<file path="config.mk">
export PLATFORM = sky130hd
export DESIGN_NAME = display_scan_ctrl
export DESIGN_NICKNAME = d
export VERILOG_FILES = /design/src/rtl/display_scan_ctrl.sv
export SDC_FILE = /design/constraint.sdc
export NUM_CORES = 1
export LEC_CHECK = 0
export ABC_AREA = 1
export BUFFER_PORTS_ARGS = -buffer_cell sky130_fd_sc_hd__buf_2
export CORE_MARGIN = 4
export CORE_UTILIZATION = 45
export CTS_CLUSTER_SIZE = 28
export DETAILED_ROUTE_END_ITERATION = 16
export PLACE_DENSITY = 0.65
export SLEW_MARGIN = 40
export SYNTH_ARGS = -nofsm -noshare
export SYNTH_HDL_FRONTEND = slang
export SYNTH_SLANG_ARGS = --single-unit
</file>
<file path="constraint.sdc">
create_clock -name clk -period 1.3 [get_ports clk]
set_input_delay 0.13 -clock clk [delete_from_list [all_inputs] [get_ports clk]]
set_output_delay 0.13 -clock clk [all_outputs]
set_load 0.02 [all_outputs]
</file>
<file path="src/rtl/display_scan_ctrl.sv">
// display_scan_ctrl
//   Time-multiplexing scan controller for a 4-digit 7-segment display.
//   Each digit owns a slot of DIV cycles. The first BLANK cycles of every
//   slot keep all anodes off so the previous digit's segments cannot ghost
//   onto the new digit. After that the digit's anode is driven low, unless
//   its blank_mask bit is set.
//
//   state | meaning
//   ------+-------------------------------------------------------------
//   IDLE  | scan disabled, all anodes off, cnt cleared, sel held
//   BLNK  | start-of-slot blanking window, all anodes off
//   ON    | selected digit lit (unless masked) until the slot ends
//
// Ports
//   clk         system clock, rising edge
//   rst         synchronous reset, active-high
//   en          scan enable; 0 = dark, position held
//   blank_mask  bit i = 1 keeps digit i dark during its slot
//   sel         digit select for the downstream digit mux
//   an          anode enables, active-low
//   tick        1-cycle pulse when sel advances
//   frame       1-cycle pulse when sel wraps 3 -> 0 (coincides with tick)
module display_scan_ctrl #(
  parameter int DIV   = 50000,
  parameter int BLANK = 16
) (
  input  logic       clk,
  input  logic       rst,
  input  logic       en,
  input  logic [3:0] blank_mask,
  output logic [1:0] sel,
  output logic [3:0] an,
  output logic       tick,
  output logic       frame
);

  localparam int CW = (DIV > 1) ? $clog2(DIV) : 1;

  localparam logic [CW-1:0] CNT_BLANK_END = CW'(BLANK - 1);
  localparam logic [CW-1:0] CNT_SLOT_END  = CW'(DIV - 1);

  typedef enum logic [1:0] {
    ST_IDLE = 2'd0,
    ST_BLNK = 2'd1,
    ST_ON   = 2'd2
  } state_t;

  state_t        state;
  logic [CW-1:0] cnt;

  // Anode pattern for a lit digit. A set mask bit keeps the digit dark.
  function automatic logic [3:0] lit_an(input logic [1:0] s, input logic [3:0] m);
    logic [3:0] r;
    r = 4'b1111;
    if (!m[s]) r[s] = 1'b0;
    return r;
  endfunction

  // an is computed from the next state/sel so it lines up with them in the
  // same cycle; the mask is therefore sampled one cycle ahead of its effect.
  always_ff @(posedge clk) begin
    if (rst) begin
      state <= ST_IDLE;
      cnt   <= '0;
      sel   <= 2'd0;
      an    <= 4'b1111;
      tick  <= 1'b0;
      frame <= 1'b0;
    end else begin
      tick  <= 1'b0;
      frame <= 1'b0;
      if (!en) begin
        // Disable wins over any slot-end event in the same cycle.
        state <= ST_IDLE;
        cnt   <= '0;
        an    <= 4'b1111;
      end else begin
        case (state)
          ST_IDLE: begin
            state <= ST_BLNK;
            cnt   <= '0;
            an    <= 4'b1111;
          end
          ST_BLNK: begin
            cnt <= cnt + CW'(1);
            if (cnt == CNT_BLANK_END) begin
              state <= ST_ON;
              an    <= lit_an(sel, blank_mask);
            end else begin
              an    <= 4'b1111;
            end
          end
          ST_ON: begin
            if (cnt == CNT_SLOT_END) begin
              state <= ST_BLNK;
              cnt   <= '0;
              sel   <= sel + 2'd1;
              tick  <= 1'b1;
              frame <= (sel == 2'd3);
              an    <= 4'b1111;
            end else begin
              cnt   <= cnt + CW'(1);
              an    <= lit_an(sel, blank_mask);
            end
          end
          default: begin
            state <= ST_IDLE;
            cnt   <= '0;
            an    <= 4'b1111;
          end
        endcase
      end
    end
  end

endmodule
</file>
==> results of run 1 <==
layout by cell type (no fill, tap or decap), types with 3 or more instances in the layout:
cell type	n
buf_2	14
buf_4	16
clkbuf_4	3
dfxtp_1	19
dfxtp_2	7
ha_1	6
inv_1	17
nand2_1	41
nand2_2	4
nand2_4	3
nand3_2	3
nand3_4	4
nor2_1	28
nor2_2	17
nor2_4	3
o21ai_0	3
xor2_1	10
registers in the layout, summed over array words and instances (netlist names):
| signal | flops |
|---|---|
| state | 2 |
| frame | 1 |
| tick | 1 |
| sel | 2 |
| cnt | 16 |
| an | 4 |
power breakdown:
| part | leakage, nW | internal (mW) | switching (mW) |
|---|---|---|---|
| logic | 0.478 | 0.0325 | 0.0491 |
| registers | 0.213 | 0.802 | 0.00290 |
| clock network | 0.0210 | 0.171 | 0.239 |
| total | 0.712 | 1.01 | 0.291 |
per-layer routing:
metal / global-route usage [%] / wire length, um / share of wire, % / vias up
li1: - / - / - / 634
met2: 26.9 / 1480 / 49 / 13
met1: 20.7 / 1470 / 48 / 529
met4: 3.23 / 25 / 0.82 / 0
met3: 3.20 / 61 / 2.0 / 4
met5: 0 / 0 / 0 / -
cell families (layout without fill, tap and decap cells):
kind of cell / Yosys count / count (layout) / synth area share (%)
buffers and inverters: 19 / 53 / 6.32
adders and majority gates: 9 / 9 / 8.12
and+or+nand+nor: 110 / 111 / 36.8
DFF: 26 / 26 / 37.5
xor gates and xnor gates: 13 / 13 / 8.21
AOI/OAI and AO/OA: 7 / 7 / 2.98
worst min-delay path: stages:
cell and delay, ns:
buf_2 0.07, inv_1 0.05, nand2_1 0.06, nor2_1 0.03
metrics by stage:
| stage | std cells | cell area, um^2 |
|---|---|---|
| after floorplan | 184 | 1410 |
| after global placement | 242 | 1600 |
| after detailed placement | 242 | 1600 |
| after CTS | 248 | 1720 |
| after global routing | 250 | 1790 |
| final | 250 | 1790 |
layout make-up:
| class | count | area [um^2] |
|---|---|---|
| multi-input cells | 140 | 921 |
| repair buffers | 31 | 201 |
| clock buffers | 4 | 36.3 |
| fillers | 257 | 1060 |
| flip-flops and latches | 26 | 529 |
| well taps | 31 | 38.8 |
| inverters | 18 | 67.6 |
how the worst max path moves through the flow:
stage / cells past startpoint / to / slack (ns)
after floorplan: 9 / cnt[15] / 0.007
after global placement: 9 / cnt[0] / -0.06
after detailed placement: 8 / an[1] / -0.09
after CTS: 8 / an[1] / -0.05
after global routing: 9 / state[0] / -0.1
final: 6 / cnt[6] / -0.03
repair_timing:
action / 4_1_cts / 5_1_grt
setup buffers: 1 / 2
gates resized for setup: 15 / 17
hold buffers: 0 / 0
setup endpoints to repair: 22 / 26
pin swaps: 8 / 12
cloned: 1 / 0
==> results.cfg, run 1 <==
[placement]
hpwl_um = 2060
numPortBuffers = 14
finalWeightedCongestion = 0.860
pre_cts_ws_ns = -0.0858

[power_and_ir_drop]
leakagePower_nw = 0.712
power_mw = 1.30
ir_worst_vdd_uv = 520
power_density_nw_per_um2 = 722

[drt]
drt-total-wl_um = 3030
vias = 1180
vias_per_cell = 4.72
post_drt_wl_per_cell_um = 12.1
postRouteAntennaNets = 0
drt-initial-drc-count = 50
drc = 0
drt-pass1-iter-count = 4

[clock_network]
cts_sinks = 26
cts_tree = yes
clock_path_buffers = 2
root_buffer = clkbuf_4
htree_levels = 1
path_clk_slew_ns = 0.14
clk_latency_ns = 0.32
cts_inserted_buffers = 3

[synth]
syn_area_um2 = 1390
yosysTopAreaCell = dfxtp_1
ys_ff_latch = 26
synth_commonest_cells = 44 x nand2_1, 35 x nor2_1, 26 x dfxtp_1
synthTopCellsByArea = dfxtp_1 38%, nand2_1 12%, nor2_1 9.5%
synthFlopType = dfxtp_1
yosys_warnings = 0
synth-edff-count = 0
synth.distinct_cells = 24
syn_inst = 184
synth_top_area_share_pct = 37.5
synth.most_common_cell = nand2_1
avgSynthCellArea_um2 = 7.53
async_flop_share_pct = 0
seq_area_frac_synth_pct = 37.5
syn_nets = 200

[sta]
final-max-slew-violation-count = 0
post-route-min-period_ns = 1.33
holdWs_ns = 0.0454
fin_tns_setup_ns = -0.0306
max_freq_mhz = 754
slew_headroom_pct = 75.2
setup_slack_ns = -0.0271
hold_viol = 0
rsz0062_at_grt = yes
setup_viol = 3
timing.final.crit_share_pct = 102
skew_ns = 0.00294
max_slew.worst_pin.slew_ns = 0.371

[worst_setup_path]
cp-end-kind = register
critPathLaunch = cnt[1]
path_cells = ha_4 -> nand2_1 -> nor3_4 -> buf_4 -> xor2_1 -> nor2_2
reg2reg_slack_ns = -0.03
crit_slowest_cell = dfxtp_2
cp.required_ns = 1.53
crit_buf_inv = 1
r2r_start = cnt[1]
r2r_cells = 6
worstPathMaxFanout = 3
slowest_delay_ns = 0.38
cp-start-kind = register
cp_top_family = flip-flops
crit_arrival_ns = 1.56
r2r-end = cnt[6]
critPathKind = reg2reg

[floorplan]
start_util_pct = 48.6
die_h_um = 63.5
rows = 19
die_w_um = 63.5
pin_count = 15
die_area_um2 = 4030
core_um2 = 2850

[final_layout]
drive_gt1_share_pct = 37.9
fin_util_pct = 62.9
diodes = 0
final_net_count = 236
area_growth_syn_to_layout_pct = 29.4

[flow_run]
cap_violations = 0

[worst_hold_path]
hold_path_depth = 4
hold_start = rst
hp-class = in2reg
min_to = sel[1]

[grt]
grt_usage_pct = 15.9
grt_pass1_wl_um = 5180
grt_max_degree = 15
overflow = 0
antenna_found_initial = 0
first_global_vias = 1175

[status]
status = complete, but fails checks
violations = setup timing
No activity file was read; power rests on OpenSTA's default activity.
==> inputs of run 2 (changes only) <==
- BUFFER_PORTS_ARGS: -buffer_cell sky130_fd_sc_hd__buf_2 -> not set
- DONT_BUFFER_PORTS: not set -> 1
- PLACE_DENSITY: 0.65 -> 0.61
==> results.cfg, run 2 (synthesized netlist as in run 1, its figures left out) <==
[status]
status = complete, but fails checks
violations = setup timing

[drt]
routed.top_layer = met4
drt-total-wl_um = 2810
drt-initial-drc-count = 55
vias = 1167
dr_wl_met3_um = 113
drc = 0
vias_per_cell = 4.86
post_drt_wl_per_cell_um = 11.7
postRouteAntennaNets = 0
wl_met2_um = 1390
wl_met1_um = 1270
drt-pass1-iter-count = 4

[sta]
max_freq_mhz = 746
setup_slack_ns = -0.0403
hold_viol = 0
rsz0062_at_grt = yes
setup_viol = 6
skew_ns = 0.0102
fin_tns_setup_ns = -0.0866
slew_headroom_pct = 78.2
post-route-min-period_ns = 1.34
timing.final.crit_share_pct = 103
max_slew.worst_pin.slew_ns = 0.326
final-max-slew-violation-count = 0

[final_layout]
final_cell_mix = 43 x nand2_1, 31 x nor2_1, 19 x buf_4, 18 x dfxtp_1, 17 x inv_1
drive_gt1_share_pct = 29.7
final_net_count = 226
fillers = 266
area_growth_syn_to_layout_pct = 22.0
diodes = 0
multiInputGateArea_um2 = 856
reg_top3 = cnt (16), an (4)
seqCellArea_um2 = 531
largest_register = cnt
largest_reg_flops = 16
final_common_cell = nand2_1

[clock_network]
htree_levels = 1
cts_tree = yes
cts_sinks = 26
path_clk_slew_ns = 0.15
root_buffer = clkbuf_4
clock_path_buffers = 2
clk_latency_ns = 0.33
cts_inserted_buffers = 3

[power_and_ir_drop]
power_mw = 1.29
leakagePower_nw = 0.655
ir_worst_vdd_uv = 654
power_density_nw_per_um2 = 762

[placement]
pre_cts_ws_ns = -0.0714
numPortBuffers = 0
hpwl_um = 2070
finalWeightedCongestion = 0.900

[worst_hold_path]
min_to = sel[1]
hp-class = in2reg
hold_path_depth = 3
hold_start = en

[worst_setup_path]
crit_slowest_cell = dfxtp_2
cp_top_family = flip-flops
crit_arrival_ns = 1.57
cp-start-kind = register
slowest_delay_ns = 0.38
path_depth = 6
cp-end-kind = register
cp.required_ns = 1.53
crit_buf_inv = 1
r2r_cells = 6
reg2reg_slack_ns = -0.04
critPathLaunch = cnt[1]
path_cells = ha_4 -> nand2_1 -> nor3_2 -> buf_4 -> xor2_1 -> nor2_2
worstPathMaxFanout = 3
r2r_start = cnt[1]
r2r-end = cnt[6]
critPathKind = reg2reg

[floorplan]
die_w_um = 63.5
pin_count = 15
rows = 19
die_h_um = 63.5
core_um2 = 2850
die_area_um2 = 4030
start_util_pct = 48.6

[grt]
overflow = 0
grt_pass1_wl_um = 4930
antenna_found_initial = 0
grt_max_degree = 15
first_global_vias = 1125
grt_usage_pct = 15.2

[flow_run]
cap_violations = 0
==> run 2: cell count changes in the layout (fill, tap and decap cells not counted), moves of 2 or more <==
cell           change
buf_2             -14
buf_4              +3
dlygate4sd3_1      +2
nand2_1            +2
nand3_1            +2
nor2_1             +3
nor2_2             -3
==> run 2: power breakdown <==
part	internal [mW]	switching, mW	total [mW]
registers	0.802	0.00699	0.809
logic	0.0236	0.0380	0.0616
clock network	0.172	0.246	0.418
==> run 2: cell type report <==
type / count / area share (%)
Clock buffer: 4 / 2.14
Inverter: 18 / 3.99
Multi-Input combinational cell: 140 / 50.6
Sequential cell: 26 / 31.4
Tap cell: 31 / 2.29
Timing Repair Buffer: 21 / 9.62
==> run 2: routing by layer <==
| metal | vias to the layer above | global-route usage, % |
|---|---|---|
| met5 | - | 0 |
| met4 | 0 | 3.50 |
| li1 | 615 | - |
| met3 | 4 | 4.97 |
| met1 | 531 | 18.3 |
| met2 | 17 | 26.2 |
==> run 2: worst min-delay path: cells and delay by family <==
| family | cells | cell delay [ns] |
|---|---|---|
| and+or+nand+nor | 3 | 0.27 |
==> run 2: timing repair <==
action                     CTS  global route
cloned                       1             0
hold endpoints to repair     3             0
setup endpoints to repair   21            26
buffers inserted             1             1
hold buffers                 2             0
resized for setup           10             8
pin swaps                    8             3
==> run 2: worst max-delay path by stage <==
stage	to
6_report	cnt[6]
2_1_floorplan	cnt[15]
3_3_place_gp	an[3]
3_5_place_dp	cnt[1]
4_1_cts	an[2]
5_1_grt	an[2]
==> run 2: stage by stage <==
stage | hold WS (ns) | util, % | instance area, um^2 | std cells
floorplan | 0.276 | - | 1410 | 184
global placement | 0.283 | 54.4 | 1550 | 231
detailed placement | 0.291 | 54.4 | 1550 | 231
CTS | 0.101 | 58.3 | 1660 | 239
global route | 0.133 | 59.3 | 1690 | 240
finish | 0.114 | 59.3 | 1690 | 240
